**config.mk**
```make
export PLATFORM = sky130hd
export DESIGN_NAME = seg_scan_scheduler_flat
export DESIGN_NICKNAME = d
export VERILOG_FILES = /design/src/rtl/seg_scan_scheduler_if.sv /design/src/rtl/seg_scan_scheduler.sv /design/src/flat_wrapper.sv
export SDC_FILE = /design/constraint.sdc
export NUM_CORES = 1
export LEC_CHECK = 0
export BUFFER_PORTS_ARGS = -buffer_cell sky130_fd_sc_hd__buf_2
export CAP_MARGIN = 20
export CORE_MARGIN = 5
export CORE_UTILIZATION = 40
export DETAILED_ROUTE_END_ITERATION = 16
export PLACE_DENSITY = 0.66
export SETUP_SLACK_MARGIN = 0.4
export SLEW_MARGIN = 15
export SYNTH_ARGS = -nofsm -noshare
export SYNTH_HDL_FRONTEND = slang
export SYNTH_SLANG_ARGS = --single-unit
```
**constraint.sdc**
```tcl
create_clock -name clk -period 4 [get_ports clk]
set_input_delay 0 -clock clk [delete_from_list [all_inputs] [get_ports clk]]
set_output_delay 0 -clock clk [all_outputs]
set_load 0.05 [all_outputs]
```
**src/rtl/seg_scan_scheduler_if.sv**
```systemverilog
// Load-side handshake for seg_scan_scheduler: request lines plus valid/ready.
interface seg_scan_scheduler_if;
    logic [15:0] in;
    logic        load_valid;
    logic        load_ready;

    modport master (
        output in,
        output load_valid,
        input  load_ready
    );

    modport slave (
        input  in,
        input  load_valid,
        output load_ready
    );
endinterface

```
**src/rtl/seg_scan_scheduler.sv**
```systemverilog
// Four-digit multiplexed seven-segment scan scheduler with priority-encoded loading.
// Define SEG_SCAN_MULTIHOT_ERR_EN to enable the sticky multi-hot error flag.
module seg_scan_scheduler #(
    parameter int unsigned SCAN_DIV = 1000,
    parameter int unsigned GAP_CYC  = 2
) (
    input  logic                  clk,
    input  logic                  rst_n,
    seg_scan_scheduler_if.slave   load,
    input  logic                  clear,
    output logic [3:0]            code,
    output logic                  blank,
    output logic [3:0]            digit_sel,
    output logic                  err
);

    localparam int unsigned SCAN_W = $clog2(SCAN_DIV);

    typedef enum logic {
        SCAN,
        GAP
    } state_t;

    state_t            state;
    state_t            state_next;
    logic [SCAN_W-1:0] scan_cnt;
    logic [7:0]        gap_cnt;
    logic [1:0]        idx;
    logic [3:0][3:0]   d_val;
    logic [3:0]        d_vld;
    logic [3:0]        code_last;
    logic [3:0]        enc;
    logic              accept;
    logic              scan_done;
    logic              gap_done;

    assign load.load_ready = !clear;
    assign accept          = load.load_valid && load.load_ready;
    assign scan_done       = (scan_cnt == SCAN_W'(SCAN_DIV - 1));
    assign gap_done        = (gap_cnt == 8'(GAP_CYC - 1));

    // Highest set bit wins; later iterations override earlier ones.
    always_comb begin
        enc = '0;
        for (int unsigned i = 0; i < 16; i++) begin
            if (load.in[i]) begin
                enc = 4'(i);
            end
        end
    end

    always_ff @(posedge clk) begin
        if (!rst_n) begin
            state <= SCAN;
        end else begin
            state <= state_next;
        end
    end

    always_comb begin
        state_next = state;
        case (state)
            SCAN: if (scan_done) state_next = GAP;
            GAP:  if (gap_done)  state_next = SCAN;
            default: state_next = SCAN;
        endcase
    end

    always_ff @(posedge clk) begin
        if (!rst_n) begin
            scan_cnt <= '0;
            gap_cnt  <= '0;
            idx      <= '0;
        end else begin
            case (state)
                SCAN: begin
                    if (scan_done) begin
                        scan_cnt <= '0;
                    end else begin
                        scan_cnt <= scan_cnt + 1'b1;
                    end
                end
                GAP: begin
                    if (gap_done) begin
                        gap_cnt <= '0;
                        idx     <= idx + 2'd1;
                    end else begin
                        gap_cnt <= gap_cnt + 8'd1;
                    end
                end
                default: ;
            endcase
        end
    end

    // Remembers the last driven digit value so code stays stable through GAP.
    always_ff @(posedge clk) begin
        if (!rst_n) begin
            code_last <= '0;
        end else if (state == SCAN) begin
            code_last <= d_val[idx];
        end
    end

    always_ff @(posedge clk) begin
        if (!rst_n || clear) begin
            d_val <= '0;
            d_vld <= '0;
        end else if (accept) begin
            d_val <= {d_val[2:0], enc};
            d_vld <= {d_vld[2:0], |load.in};
        end
    end

    always_comb begin
        digit_sel = '0;
        code      = code_last;
        blank     = 1'b1;
        case (state)
            SCAN: begin
                digit_sel = 4'b0001 << idx;
                code      = d_val[idx];
                blank     = !d_vld[idx];
            end
            GAP: ;
            default: ;
        endcase
    end

`ifdef SEG_SCAN_MULTIHOT_ERR_EN
    logic multi_hot;

    // x & (x-1) is non-zero exactly when two or more bits are set.
    assign multi_hot = |(load.in & (load.in - 16'd1));

    always_ff @(posedge clk) begin
        if (!rst_n || clear) begin
            err <= 1'b0;
        end else if (accept && multi_hot) begin
            err <= 1'b1;
        end
    end
`else
    assign err = 1'b0;
`endif

endmodule

```
**src/flat_wrapper.sv**
```systemverilog
// flat-port wrapper written by rule: the top's interface ports become plain ports
module seg_scan_scheduler_flat 
#(
    parameter int unsigned SCAN_DIV = 1000,
    parameter int unsigned GAP_CYC  = 2
)
  (clk, rst_n, clear, code, blank, digit_sel, err, load_in, load_load_valid, load_load_ready);
  seg_scan_scheduler_if load_i ();
  input  logic clk;
  input  logic rst_n;
  input  logic clear;
  output logic [3:0] code;
  output logic blank;
  output logic [3:0] digit_sel;
  output logic err;
  input wire logic [$bits(load_i.in)-1:0] load_in;
  input wire logic [$bits(load_i.load_valid)-1:0] load_load_valid;
  output wire logic [$bits(load_i.load_ready)-1:0] load_load_ready;
  assign load_i.in = load_in;
  assign load_i.load_valid = load_load_valid;
  assign load_load_ready = load_i.load_ready;
  seg_scan_scheduler #(.SCAN_DIV(SCAN_DIV), .GAP_CYC(GAP_CYC)) u_core (.clk(clk), .rst_n(rst_n), .load(load_i), .clear(clear), .code(code), .blank(blank), .digit_sel(digit_sel), .err(err));
endmodule
```
==> metrics.txt <==
outcome=complete, no violations; cell with the most instances after synthesis=dfxtp_1; final setup violation count=0; Tcrit/Tclk final=0.463; first-pass GRT wire length=~6800 um; Total Wirelength=about 3800 um; setup_tns=0 ns; cell count after synthesis=230; max-cap check violation count=0; Seq/Total Area, Yosys=0.424; Area contributors post-synth=dfxtp_1 (42%), mux2i_1 (8.0%), nor2_1 (7.8%), mux4_2 (5.3%), nand2_1 (4.8%); die area=6860 um2; total CTS buffers=5; WP data arrival=1.85 ns; R2R Setup Slk=2.22 ns; Post-DRT Antenna Nets=0; largest net degree at the start of global routing=23; Placed Area=2310 um2; Hold Path Depth=4; RSZ-0062 raised after global routing=no; Fmax=0.539 GHz; Hold Path Class=in -> reg; Core ar.=5140 um2; cell taking the most area after synthesis=dfxtp_1; combinational power share=0.084; fin crit period=1.85 ns; Hold Startpoint=load_in[8]; family with the most delay on the worst path=flip-flops; CTS Sinks=45; Leak=slightly below 1 nW; DR iter-0 viols=50; hold endpoint=u_core.d_val[1]; placer congestion estimate=0.726; vias in the first global route=1548; Vias/cell=4.86; CP Capture Type=output pin; power density cells=341 nW/um2; Core Rows=26; Worst setup SP type=register; Final HPWL DP=2800 um; syn_nets=257; r2r startpoint=u_core.state; Final Max Slew Viols=0; cts hold-fix bufs=3; post-synthesis cell type count=38; die height=82.9 um; CP cell instances=mux4_2, nand2_1, nand2_1, buf_2; buffer count from post-CTS setup fixing=0; # resized after CTS=0; Ys Warns=0; P_sw=approximately 200 uW; Avg Inst Size Synth=9.23 um2; Power Internal=639 uW; Top Ports=31; Synth async-reset ratio=0; Clock Path Buffers=2; R2R depth=4; die width=82.9 um; TritonCTS clock tree=done; synthesis-stage register bit count=45; slew margin rel.=0.528; drt pass-1 iters=4; EDFF count, synth=0; Worst path most repeated cell=nand2_1; CTS clk-pin slew, worst paths=0.08 ns; CP Class=reg -> out; total global routing overflow=0; top post-synthesis cells by count=dfxtp_1 (45), nor2_1 (44), nand2_1 (27), mux2i_1 (17), xnor2_1 (11); Peak VDD IR=0.210 mV; worst-path fanout max=9; post-route DRC violation count=0; routed len/inst=11.6 um; Setup Skew=~0.007 ns; post-synth top area share=0.424; H-tree lvl count=2; Reg-to-Reg End=u_core.gap_cnt[1]; Syn Std Cell Area=2120 um2; Initial Util=0.413; antenna cells=0; clock power share=0.365; Req. time, crit path=roughly 4.0 ns; Finished Cell Area=2440 um2; clk root buf=clkbuf_8; part of the power in registers=0.551; total power=~830 uW; vias=1610; sw frac=0.234; most common flop cell mapped by yosys=dfxtp_1; Worst-Skew Late Latency=around 0.29 ns; share of cells above drive strength 1=0.176; Slew @ Worst Pin=0.707 ns; Final Hold Vio Count=0; all-layer global routing usage=0.118; P&R area growth vs syn=15.1%; # nets final=between 200 and 300; Slowest cell on crit path=dfxtp_1; critical path's largest stage delay=between 0.6 and 0.7 ns; port bufs=29; Buffers & Inverters on Critical Path=1; antenna violations before repair=0
[worst min-delay path, stage by stage]
cell	delay [ns]
buf_2	0.09
nor2_1	0.05
o31ai_1	0.06
a31oi_1	0.08
[sequential cells by signal, indices dropped and copies added, names as in the netlist]
name	flops
u_core.d_vld	4
u_core.state	1
u_core.gap_cnt	8
u_core.scan_cnt	10
u_core.d_val	16
u_core.code_last	4
u_core.idx	2
[power by group through the flow]
stage	logic, mW	registers [mW]	clock network [mW]
after floorplan	0.0479	0.469	0
final	0.0703	0.460	0.304
after detailed placement	0.0688	0.470	0
after global routing	0.0775	0.461	0.339
after global placement	0.0683	0.470	0
after CTS	0.0712	0.460	0.317
[cell families (layout without fill, tap and decap cells)]
logic type      count (synthesis)  after routing  synth area share
other cells                     1              1           0.00177
fa+ha+maj                       7              7            0.0412
xor+xnor                       17             17            0.0701
flops                          45             45             0.424
buf+inv                        17             48            0.0348
compound gates                 16             16            0.0595
mux                            22             22             0.133
simple gates                  105            105             0.235
[per-stage QoR]
| step | utilization | worst slack, ns | hold WS (ns) | instances |
|---|---|---|---|---|
| floorplan | - | 2.19 | 0.166 | 230 |
| global placement | 0.450 | 2.28 | 0.288 | 320 |
| detailed placement | 0.450 | 2.21 | 0.291 | 320 |
| CTS | 0.475 | 2.10 | 0.0191 | 331 |
| global route | 0.475 | 1.98 | 0.0386 | 331 |
| finish | 0.475 | 2.15 | 0.0302 | 331 |
[cell type report]
cell class	instances	area, um2
inverters	8	30.0
clock buffers	7	96.3
multi-input cells	168	1150
fillers	498	2700
flip-flops and latches	45	901
clock inverters	1	5.00
well taps	70	87.6
repair buffers	32	175
[cells in the final DEF, fill, tap and decap left out, drive strengths merged, types with 2 or more instances in the layout]
master       synthesis  final
clkbuf               3      7
mux4                 5      5
xnor2               11     11
and2                 6      6
nand4b               3      3
dlygate4sd3          0      3
dfxtp               45     45
nor2b                6      6
nor4                 3      3
ha                   7      7
nor2                44     44
mux2i               17     17
nand4                3      3
nor4b                3      3
a21oi                2      2
buf                  6     29
o21ai                4      4
inv                  8      8
xor2                 6      6
nand2               28     28
nand2b               2      2
nor3                 4      4
[routing by layer]
layer  global-route usage  wire length [um]  vias up
li1                     -                 -      835
met5                    0                 0        -
met2                0.200              1840       30
met1                0.141              1770      740
met3               0.0287               172        5
met4               0.0490                59        0
[how the worst max path moves through the flow]
stage | startpoint | endpoint | depth (start not counted)
final | u_core.idx[0] | code[1] | 4
after global routing | u_core.state | code[2] | 4
after CTS | u_core.idx[0] | code[3] | 4
after detailed placement | u_core.state | u_core.gap_cnt[1] | 4
after global placement | u_core.state | u_core.gap_cnt[1] | 4
after floorplan | u_core.idx[0] | u_core.code_last[0] | 5
Note: power is estimated with default switching activity, not from simulation.
